### config.mk
export PLATFORM = sky130hd
export DESIGN_NAME = video_timing_gen
export DESIGN_NICKNAME = d
export VERILOG_FILES = /design/src/rtl/vtg_pkg.sv /design/src/rtl/vtg_axis_counter.sv /design/src/rtl/video_timing_gen.sv
export SDC_FILE = /design/constraint.sdc
export NUM_CORES = 1
export LEC_CHECK = 0
export CAP_MARGIN = 20
export CORE_MARGIN = 1
export CORE_UTILIZATION = 58
export DETAILED_ROUTE_END_ITERATION = 8
export PLACE_DENSITY = 0.84
export SLEW_MARGIN = 20
export SYNTH_ARGS = -nofsm -noshare
export SYNTH_HDL_FRONTEND = slang
export SYNTH_SLANG_ARGS = --single-unit
### constraint.sdc
create_clock -name i_clk -period 3.5 [get_ports i_clk]
set_clock_uncertainty 0.2 [all_clocks]
set_input_delay 0.525 -clock i_clk [delete_from_list [all_inputs] [get_ports i_clk]]
set_output_delay 0.525 -clock i_clk [all_outputs]
set_load 0.03 [all_outputs]
### src/rtl/vtg_pkg.sv
// Shared timing constants (640x480@60), derived totals and region encoding for video_timing_gen.
// Optional VTG_PIXEL_INDEX_EN adds a linear pixel index output to the top.
package vtg_pkg;

  localparam int unsigned VGA_H_ACTIVE = 640;
  localparam int unsigned VGA_H_FP     = 16;
  localparam int unsigned VGA_H_SYNC   = 96;
  localparam int unsigned VGA_H_BP     = 48;
  localparam int unsigned VGA_V_ACTIVE = 480;
  localparam int unsigned VGA_V_FP     = 10;
  localparam int unsigned VGA_V_SYNC   = 2;
  localparam int unsigned VGA_V_BP     = 33;

  localparam logic VGA_HS_POL = 1'b0;
  localparam logic VGA_VS_POL = 1'b0;

  typedef enum logic [1:0] {
    REG_ACTIVE,
    REG_FP,
    REG_SYNC,
    REG_BP
  } region_e;

  function automatic int unsigned h_total(input int unsigned active, input int unsigned fp,
                                          input int unsigned sync, input int unsigned bp);
    return active + fp + sync + bp;
  endfunction

  function automatic int unsigned v_total(input int unsigned active, input int unsigned fp,
                                          input int unsigned sync, input int unsigned bp);
    return active + fp + sync + bp;
  endfunction

  function automatic int unsigned cnt_width(input int unsigned n);
    return (n > 1) ? $clog2(n) : 1;
  endfunction

endpackage

### src/rtl/vtg_axis_counter.sv
// Wrap counter for one video axis: terminal flag on the last position and a
// decode of which region (active/front porch/sync/back porch) the count sits in.
module vtg_axis_counter
  import vtg_pkg::*;
#(
  parameter int unsigned ACTIVE = VGA_H_ACTIVE,
  parameter int unsigned FP     = VGA_H_FP,
  parameter int unsigned SYNC   = VGA_H_SYNC,
  parameter int unsigned BP     = VGA_H_BP,
  parameter int unsigned W      = cnt_width(ACTIVE + FP + SYNC + BP)
) (
  input  logic         i_clk,
  input  logic         i_rst_n,
  input  logic         i_adv,
  output logic [W-1:0] o_count,
  output logic         o_last,
  output region_e      o_region
);

  localparam int unsigned TOTAL = ACTIVE + FP + SYNC + BP;
  localparam logic [W-1:0] LAST = W'(TOTAL - 1);

  logic [31:0] pos;

  assign o_last = (o_count == LAST);
  assign pos    = 32'(o_count);

  always_ff @(posedge i_clk) begin
    if (!i_rst_n) begin
      o_count <= '0;
    end else if (i_adv) begin
      o_count <= o_last ? '0 : o_count + 1'b1;
    end
  end

  always_comb begin
    o_region = REG_BP;
    if (pos < ACTIVE) begin
      o_region = REG_ACTIVE;
    end else if (pos < ACTIVE + FP) begin
      o_region = REG_FP;
    end else if (pos < ACTIVE + FP + SYNC) begin
      o_region = REG_SYNC;
    end
  end

endmodule

### src/rtl/video_timing_gen.sv
// Raster timing generator: h/v counters with registered sync, blank and position outputs.
// Define VTG_PIXEL_INDEX_EN to add o_pixel_index (linear v*H_TOTAL+h position).
module video_timing_gen
  import vtg_pkg::*;
#(
  parameter int unsigned H_ACTIVE = VGA_H_ACTIVE,
  parameter int unsigned H_FP     = VGA_H_FP,
  parameter int unsigned H_SYNC   = VGA_H_SYNC,
  parameter int unsigned H_BP     = VGA_H_BP,
  parameter int unsigned V_ACTIVE = VGA_V_ACTIVE,
  parameter int unsigned V_FP     = VGA_V_FP,
  parameter int unsigned V_SYNC   = VGA_V_SYNC,
  parameter int unsigned V_BP     = VGA_V_BP,
  parameter logic        HS_POL   = VGA_HS_POL,
  parameter logic        VS_POL   = VGA_VS_POL,
  localparam int unsigned H_TOTAL = h_total(H_ACTIVE, H_FP, H_SYNC, H_BP),
  localparam int unsigned V_TOTAL = v_total(V_ACTIVE, V_FP, V_SYNC, V_BP),
  localparam int unsigned XW      = cnt_width(H_TOTAL),
  localparam int unsigned YW      = cnt_width(V_TOTAL)
`ifdef VTG_PIXEL_INDEX_EN
  , localparam int unsigned PW    = cnt_width(H_TOTAL * V_TOTAL)
`endif
) (
  input  logic          i_clk,
  input  logic          i_rst_n,
  input  logic          i_en,
  output logic          o_hsync,
  output logic          o_vsync,
  output logic          o_blank,
  output logic          o_de,
  output logic [XW-1:0] o_x,
  output logic [YW-1:0] o_y,
  output logic          o_line_start,
  output logic          o_frame_start
`ifdef VTG_PIXEL_INDEX_EN
  , output logic [PW-1:0] o_pixel_index
`endif
);

  logic [XW-1:0] h;
  logic [YW-1:0] v;
  logic          h_last;
  region_e       h_reg;
  region_e       v_reg;
  logic          active;
`ifdef VTG_PIXEL_INDEX_EN
  logic          v_last;
`else
  logic          v_last_unused;
`endif

  vtg_axis_counter #(
    .ACTIVE (H_ACTIVE),
    .FP     (H_FP),
    .SYNC   (H_SYNC),
    .BP     (H_BP),
    .W      (XW)
  ) u_h_cnt (
    .i_clk    (i_clk),
    .i_rst_n  (i_rst_n),
    .i_adv    (i_en),
    .o_count  (h),
    .o_last   (h_last),
    .o_region (h_reg)
  );

  vtg_axis_counter #(
    .ACTIVE (V_ACTIVE),
    .FP     (V_FP),
    .SYNC   (V_SYNC),
    .BP     (V_BP),
    .W      (YW)
  ) u_v_cnt (
    .i_clk    (i_clk),
    .i_rst_n  (i_rst_n),
    .i_adv    (i_en & h_last),
`ifdef VTG_PIXEL_INDEX_EN
    .o_last   (v_last),
`else
    .o_last   (v_last_unused),
`endif
    .o_count  (v),
    .o_region (v_reg)
  );

  assign active = (h_reg == REG_ACTIVE) && (v_reg == REG_ACTIVE);

  // Outputs decode the counters' pre-advance value, so pins trail the counters by one enabled edge.
  always_ff @(posedge i_clk) begin
    if (!i_rst_n) begin
      o_hsync       <= ~HS_POL;
      o_vsync       <= ~VS_POL;
      o_blank       <= 1'b1;
      o_de          <= 1'b0;
      o_x           <= '0;
      o_y           <= '0;
      o_line_start  <= 1'b0;
      o_frame_start <= 1'b0;
    end else if (i_en) begin
      o_hsync       <= (h_reg == REG_SYNC) ? HS_POL : ~HS_POL;
      o_vsync       <= (v_reg == REG_SYNC) ? VS_POL : ~VS_POL;
      o_blank       <= ~active;
      o_de          <= active;
      o_x           <= h;
      o_y           <= v;
      o_line_start  <= (h == '0);
      o_frame_start <= (h == '0) && (v == '0);
    end else begin
      o_line_start  <= 1'b0;
      o_frame_start <= 1'b0;
    end
  end

`ifdef VTG_PIXEL_INDEX_EN
  logic [PW-1:0] pidx;

  // Tracks v*H_TOTAL+h by counting, wrapping on the same edge the v counter wraps.
  always_ff @(posedge i_clk) begin
    if (!i_rst_n) begin
      pidx          <= '0;
      o_pixel_index <= '0;
    end else if (i_en) begin
      pidx          <= (h_last && v_last) ? '0 : pidx + 1'b1;
      o_pixel_index <= pidx;
    end
  end
`endif

endmodule
Word-level counts from Yosys, hierarchy flattened
Cells that the tools add are included.

Shifts and indexed selects: 0. Reduce and logical (&&, ||, !) cells: 7. Div/mod/pow operators: 0. Order comparisons: 6. Bitwise operators: 2. Equality and inequality tests: 4. Multipliers: 0. $add $sub $neg: 2. Muxes and demuxes: 10.

Operator list (count): less-than comparator 10 bit (second input constant) (3); less-than comparator 10 x 9 -> 1 bit (second input constant) (3); adder 10 x 1 -> 10 bit (second input constant) (2); equality test 10 bit (second input constant) (2); logical NOT 10 bit (2); two-way mux 10 bit (2); two-way mux 2 bit (4); equality test 2 bit (second input constant) (2); logical NOT 2 bit (2); two-way mux 1 bit (4); logical AND 1 bit (2); AND reduction 2 bit (1); bitwise AND 1 bit (1); NOT 1 bit (1).

Bits in read-only memories: 0. Register bits after elaboration: 46. Latch bits: 0. Output and inout port bits: 26. Bits in writable memories: 0. Memories: 0.

Depth between registers and ports, before layout
Gate-level depths: netlist of the first run.

Word-level depth: 7. Mapped depth: 6. Gate-level depth less buffers: 6.

By module
A second synthesis of the first run with hierarchy kept.

Cell total of the unflattened synthesis: 212. Area total of the unflattened synthesis: 2115.8 sq um.

By module, submodules not included: video_timing_gen (area each 1024.7 sq um, cells each 92, times used 1, sequential area each 520.5 sq um); vtg_axis_counter at u_v_cnt (area each 559.3 sq um, cells each 62, times used 1, sequential area each 200.2 sq um); vtg_axis_counter at u_h_cnt (area each 531.8 sq um, cells each 58, times used 1, sequential area each 200.2 sq um).

Worst setup path after synthesis of the first run
No wires, ideal clock.

Kind: reg-to-reg. From: register u_h_cnt.o_count[5]. To: register u_v_cnt.o_count[8]. Data required time: 3228 ps. Data arrival time: 1957 ps. Stages on the path, launching flop included: 7. Clock period less this slack: 2228 ps. Buffers on the path: 2. Library setup time: 72 ps. Setup slack: 1272 ps. Path through: dfxtp_1 buf_6 or3_4 buf_6 or4_4 or4_1 a21oi_1.

Cells in the longest elaborated chain, start to end: 2.

RTL lines: from (decl) (line vtg_axis_counter.sv:15) `output logic [W-1:0] o_count,`; from (signal assigned) (line vtg_axis_counter.sv:32) `o_count <= o_last ? '0 : o_count + 1'b1;`; equality test 10 bit (line vtg_axis_counter.sv:25) `assign o_last = (o_count == LAST);`; bitwise AND 1 bit (line video_timing_gen.sv:76) `.i_adv (i_en & h_last),`; to (signal assigned) (line vtg_axis_counter.sv:32); to (decl) (line vtg_axis_counter.sv:15).

No other way between the ends. A chain may end at the register's enable or synchronous reset.

Worst setup path in the final report of the first run
From: register u_h_cnt.o_count[4]. To: register u_v_cnt.o_count[5].

The elaborated chain is that of the path after synthesis.

==> results of run 1 <==
## registers in the layout, summed over array words and instances, names as in the netlist
name             cells
u_h_cnt.o_count     10
o_hsync              1
o_y                 10
o_vsync              1
o_x                 10
o_blank              1
o_line_start         1
u_v_cnt.o_count     10
o_de                 1
o_frame_start        1
## per-layer routing
| metal | track usage, % | vias up |
|---|---|---|
| li1 | - | 814 |
| met4 | 9.30 | 0 |
| met1 | 31.6 | 747 |
| met3 | 3.49 | 6 |
| met5 | 0 | - |
| met2 | 34.2 | 56 |
## layout make-up
cell class,instances,area share [%]
clock buffer,7,2.29
clock inverter,1,0.208
inverter,6,0.938
multi-input combinational,153,43.5
sequential,46,38.4
tap,46,2.40
timing repair buffer,30,12.3
## stage by stage
| step | utilization (%) | total power, mW | std cells | hold WS (ns) |
|---|---|---|---|---|
| final | 70.3 | 0.844 | 289 | 0.294 |
| after detailed placement | 68.5 | 0.599 | 281 | 0.265 |
| after global routing | 70.3 | 0.885 | 289 | 0.324 |
| after global placement | 68.5 | 0.599 | 281 | 0.263 |
| after CTS | 70.3 | 0.850 | 289 | 0.298 |
| after floorplan | - | 0.584 | 221 | 0.273 |
## path summary, 6_finish.rpt
check,end
worst min register to register,o_de
worst min-delay path,o_de
worst max-delay path,u_v_cnt.o_count[5]
worst max register to register,u_v_cnt.o_count[5]
## report_power, final
| group | internal [mW] | switching, mW | leakage, nW |
|---|---|---|---|
| Clock | 0.0976 | 0.159 | 0.0353 |
| Combinational | 0.0240 | 0.0304 | 0.429 |
| Sequential | 0.529 | 0.00369 | 0.372 |
| Total | 0.651 | 0.193 | 0.836 |
## cell families after synthesis
logic type      share of synthesized area, %
flops                                   43.6
buf+inv                                 6.93
simple gates                            27.0
mux                                     9.95
fa+ha+maj                               2.37
compound gates                          5.21
xor+xnor                                4.98
## layout by cell type (no fill, tap or decap), drive strengths merged
cell | Yosys | final
clkbuf | 8 | 7
and4 | 3 | 3
inv | 6 | 6
nor4b | 1 | 1
nand4bb | 1 | 1
o22ai | 2 | 2
a21boi | 2 | 2
dfxtp | 46 | 46
nand2 | 16 | 16
xnor2 | 9 | 9
nor3 | 6 | 6
o31ai | 1 | 1
or3 | 2 | 2
o21ai | 6 | 6
and2 | 3 | 3
o32ai | 1 | 1
nor2b | 21 | 21
o311ai | 2 | 2
or4 | 2 | 2
o221ai | 1 | 1
nand2b | 2 | 2
a21oi | 2 | 2
nand4 | 9 | 9
and3 | 4 | 4
xor2 | 3 | 3
ha | 4 | 4
clkdlybuf4s50 | 1 | 28
nor2 | 13 | 13
nor4 | 7 | 7
nand4b | 1 | 1
nand3 | 7 | 7
mux2i | 21 | 21
nor3b | 1 | 1
clkinv | 0 | 1
buf | 6 | 2
## worst reg2reg max path, cell delays in order, from the launching register on
cell and delay, ns:
dfxtp_1 0.50, nand4_1 0.40, or3_2 0.62, o21ai_0 0.49, nor2_1 0.11
==> out/metrics.yaml, run 1 <==
crit_type: "reg -> reg"
drc_errors: 0
path_delay_family: "simple AND/OR/NAND/NOR gates"
status: "complete, no violations"
ys_types: 42
clockBufferDepth: 2
relSlewSlack_pct: 62.1
yosysWarnings: 0
end_kind: "flip-flop"
first_iter_violations: 58
die_w_um: 62.3
globalplace.congestion: 0.839
synth_seq_cells: 46
async_flop_share_pct: 0
ir_drop_mv: 0.200
dieArea_mm2: 0.00389
hold_viol: 0
core_area_mm2: 0.00342
vias: 1623
cts_htree_levels: 2
tritoncts: "built"
dr_wl_met2_mm: 1.81
critPathRequiredTime_ns: 3.53
cp-start-kind: "flip-flop"
fin_area_mm2: 0.00240
root_buffer: "clkbuf_4"
postLayoutSetupSlackWorst_ns: 1.05
antenna_left: 0
leakage_nw: 0.836
tightest_slew_ns: 0.563
synth.yosys.seq_area_share_pct: 43.6
antenna_cells: 0
grt_pass1_wl_mm: 6.98
r2r_setup_slack_ns: 1.05
startpoint: "u_h_cnt.o_count[4]"
post-route-period-util_pct: 69.9
cp_cell_sequence: "nand4_1 > or3_2 > o21ai_0 > nor2_1"
chipHeight_um: 62.3
timing.fmax_ghz: 0.409
rsz0062_at_grt: "false"
start_util_pct: 61.8
antenna_found_initial: 0
yosys.area.top_type: "dfxtp_1"
insertion_delay_ns: 0.35
place_area_mm2: 0.00234
path_buf_inv: 0
synth_top_area_share_pct: 43.6
synth_area_mm2: 0.00211
dp_hpwl_mm: 2.66
path_clk_slew_ns: 0.12
gr-usage-all-layers_pct: 22.4
wl_mm: 3.90
syn-num-nets: 228
drive_above_1_share_pct: 5.76
areaGrowthSynthToFinish_pct: 13.7
hold_depth: 2
wl_met1_mm: 1.81
synthCells: 221
synth.top_cells.by_count: "dfxtp_1 (46), mux2i_1 (21), nor2b_1 (21)"
num_rows: 21
finalNetCount: 249
synthTopCellsByArea: "dfxtp_1 (44%), mux2i_1 (10%), nor2b_1 (6.2%)"
synthFlopType: "dfxtp_1"
synth_edf_count: 0
seqCellArea_um2: 921
numPortBuffers: 28
dr.pass1.iters: 4
via_per_inst: 5.62
ff2ff_path_depth: 4
post_cts_buffers: 0
slowest_stage: "or3_2"
post-synth-top-count-cell: "dfxtp_1"
cp_max_fo: 9
drv_cap: 0
holdCritStartpoint: "o_de"
reg2reg_from: "u_h_cnt.o_count[4]"
min_period_ns: 2.45
pre_cts_slack_ns: 0.803
top_layer: "met4"
cts_hold_buf: 0
wl_per_cell_um: 13.5
powerDensity_mw_per_mm2: 351
ios: 29
path_depth: 4
grt_max_degree: 38
wl_met3_um: 217
grt_pass1_vias: 1498
gr-total-overflow: 0
fill_cells: 285
cts_sinks: 46
setup_viol: 0
post_cts_resize_count: 0
cts_made_buffers: 5
multi_input_area_mm2: 0.00104
final.setup.tns_ns: 0
finalMaxSlewViolations: 0
hold_path_class: "reg -> reg"
syn_area_per_cell_um2: 9.56
arrival_ns: 2.47
max_stage_delay_ns: 0.61
Power figures use the tool's default switching activity.
==> run 2, diff against run 1 <==
--- a/config.mk
+++ b/config.mk
@@ -7,9 +7,9 @@
 export LEC_CHECK = 0
 export CAP_MARGIN = 20
 export CORE_MARGIN = 1
-export CORE_UTILIZATION = 58
+export CORE_UTILIZATION = 54
 export DETAILED_ROUTE_END_ITERATION = 8
-export PLACE_DENSITY = 0.84
+export PLACE_DENSITY = 0.79
 export SLEW_MARGIN = 20
 export SYNTH_ARGS = -nofsm -noshare
 export SYNTH_HDL_FRONTEND = slang
==> constraint.sdc (replaced) <==
create_clock -name i_clk -period 2.3 [get_ports i_clk]
set_clock_uncertainty 0.2 [all_clocks]
set_input_delay 0.345 -clock i_clk [delete_from_list [all_inputs] [get_ports i_clk]]
set_output_delay 0.345 -clock i_clk [all_outputs]
set_load 0.03 [all_outputs]
==> out/metrics.yaml, run 2 (synthesized netlist as in run 1, its figures left out) <==
path_delay_family: "simple AND/OR/NAND/NOR gates"
final.setup.tns_ns: 0  # unchanged
areaGrowthSynthToFinish_pct: 21.5
grt_pass1_wl_mm: 6.80  # -2.7%
gr-usage-all-layers_pct: 21.5  # -0.94 points
status: "complete, no violations"
post_cts_resize_count: 0  # unchanged
cts_hold_buf: 0  # unchanged
antenna_left: 0  # unchanged
post-route-period-util_pct: 93.4  # +24 points
cts_sinks: 46  # unchanged
arrival_ns: 2.19  # -0.28 ns
pwr-share-seq_pct: 54.0  # -9.2 points
p_comb_share_pct: 5.9  # -0.5 points
path_buf_inv: 0  # unchanged
grt_pass1_vias: 1440  # -3.9%
swShare_pct: 22.1  # -0.76 points
start_util_pct: 56.8  # -5.0 points
fill_cells: 309  # +8.4%
setup_viol: 0  # unchanged
relSlewSlack_pct: 70.9  # +8.8 points
slowest_stage: "or4_4"
dr.pass1.iters: 4  # unchanged
antenna_found_initial: 0  # unchanged
pwr-share-clk_pct: 40.1  # +9.7 points
finalMaxSlewViolations: 0  # unchanged
cp_max_fo: 10  # +1
drv_cap: 0  # unchanged
ir_drop_mv: 0.488  # +140%
die_w_um: 64.5  # +3.5%
grt_max_degree: 39  # +2.6%
core_area_mm2: 0.00372  # +8.8%
final_common_cell: "dfxtp_1"
reg2reg_to: "u_v_cnt.o_count[8]"
ff2ff_path_depth: 4  # unchanged
dp_hpwl_mm: 2.83  # +6.3%
wl_mm: 4.07  # +4.2%
cts_htree_levels: 2  # unchanged
final_cell_mix: "dfxtp_1 (46), clkdlybuf4s50_1 (28), mux2i_1 (21), nor2b_1 (21), buf_4 (17)"
num_rows: 22  # +4.8%
vias: 1666  # +2.6%
end_kind: "flip-flop"
fin_util_pct: 69.1  # -1.2 points
pre_cts_slack_ns: 0.0515  # -0.751 ns
numPortBuffers: 28  # unchanged
root_buffer: "clkbuf_8"
cp_cell_sequence: "or3_4 > or4_4 > or4_1 > a21oi_1"
via_per_inst: 5.44  # -3.1%
min_period_ns: 2.15  # -0.297 ns
postLayoutSetupSlackWorst_ns: 0.151  # -0.903 ns
cp-start-kind: "flip-flop"
first_iter_violations: 70  # +21%
hold_viol: 0  # unchanged
switchingPower_mw: 0.332  # +72%
post_cts_buffers: 0  # unchanged
critPathRequiredTime_ns: 2.34  # -1.19 ns
wl_per_cell_um: 13.3  # -1.6%
hold_path_class: "reg -> reg"
dieArea_mm2: 0.00417  # +7.2%
globalplace.congestion: 0.898  # +7.0%
leakage_nw: 0.928  # +11%
drc_errors: 0  # unchanged
finalNetCount: 264  # +6.0%
holdCritStartpoint: "o_de"
reg2reg_from: "u_h_cnt.o_count[5]"
worstHoldEndpoint: "o_de"
tightest_slew_ns: 0.433  # -0.130 ns
clockBufferDepth: 2  # unchanged
drive_above_1_share_pct: 11.2  # +5.5 points
antenna_cells: 0  # unchanged
hold_depth: 2  # unchanged
cts_made_buffers: 5  # unchanged
max_stage_delay_ns: 0.55  # -0.06 ns
rsz0062_at_grt: "false"
r2r_setup_slack_ns: 0.15  # -0.90 ns
timing.fmax_ghz: 0.465  # +14%
finalPower_mw: 1.50  # +78%
intPower_mw: 1.17  # +80%
insertion_delay_ns: 0.31  # -0.04 ns
powerDensity_mw_per_mm2: 585  # +66%
path_clk_slew_ns: 0.09  # -0.03 ns
ios: 29  # unchanged
crit_type: "reg -> reg"
chipHeight_um: 64.5  # +3.5%
tritoncts: "built"
gr-total-overflow: 0  # unchanged
[run 2: changes by cell type in the layout (fill, tap and decap cells not counted), sizes merged]
cell      delta
buf         +15
bufinv       +1
clkbuf       -1
clkinv       -1
clkinvlp     +1
[run 2: routing by layer]
layer  part of all wire [%]  GRT usage [%]  vias to the layer above
met5                      0              0                        -
met4                    1.8           10.0                        0
met3                    5.1           4.93                        8
met2                     42           32.2                       53
met1                     51           29.1                      757
li1                       -              -                      848
[run 2: power groups by stage]
stage               registers, mW  logic [mW]  clock network (mW)
floorplan                   0.840      0.0491                   0
global placement            0.828      0.0878                   0
detailed placement          0.828      0.0888                   0
CTS                         0.810      0.0892               0.607
global route                0.811      0.0955               0.645
finish                      0.810      0.0887               0.602
[run 2: worst min-delay path: cells and delay by family, from the launching register on]
kind	cells	cell delay (ns)
DFF	1	0.32
AOI/OAI and AO/OA	1	0.07
and+or+nand+nor	1	0.06
[run 2: worst max path at each step]
| stage | slack, ns | start | cells after the start | end |
|---|---|---|---|---|
| 2_1_floorplan | 0.07 | u_h_cnt.o_count[5] | 6 | u_v_cnt.o_count[8] |
| 3_3_place_gp | 0.10 | i_en | 5 | u_v_cnt.o_count[8] |
| 3_5_place_dp | 0.05 | i_en | 5 | u_v_cnt.o_count[8] |
| 4_1_cts | 0.15 | u_h_cnt.o_count[5] | 4 | u_v_cnt.o_count[8] |
| 5_1_grt | 0.07 | u_h_cnt.o_count[4] | 4 | u_v_cnt.o_count[8] |
| 6_report | 0.15 | u_h_cnt.o_count[5] | 4 | u_v_cnt.o_count[8] |
[run 2: layout make-up]
cell class	count	area (µm²)	area share (%)
Multi-Input combinational cell	153	1040	40.7
Sequential cell	46	921	35.9
Timing Repair Buffer	45	408	15.9
Clock buffer	6	72.6	2.83
Tap cell	48	60.1	2.34
Clock inverter	2	37.5	1.46
Inverter	6	22.5	0.878
[run 2: stage by stage]
step	instances	hold slack [ns]	instance area (µm²)
floorplan	221	0.273	2110
global placement	298	0.263	2460
detailed placement	298	0.266	2460
CTS	306	0.291	2570
global route	306	0.305	2570
finish	306	0.286	2570
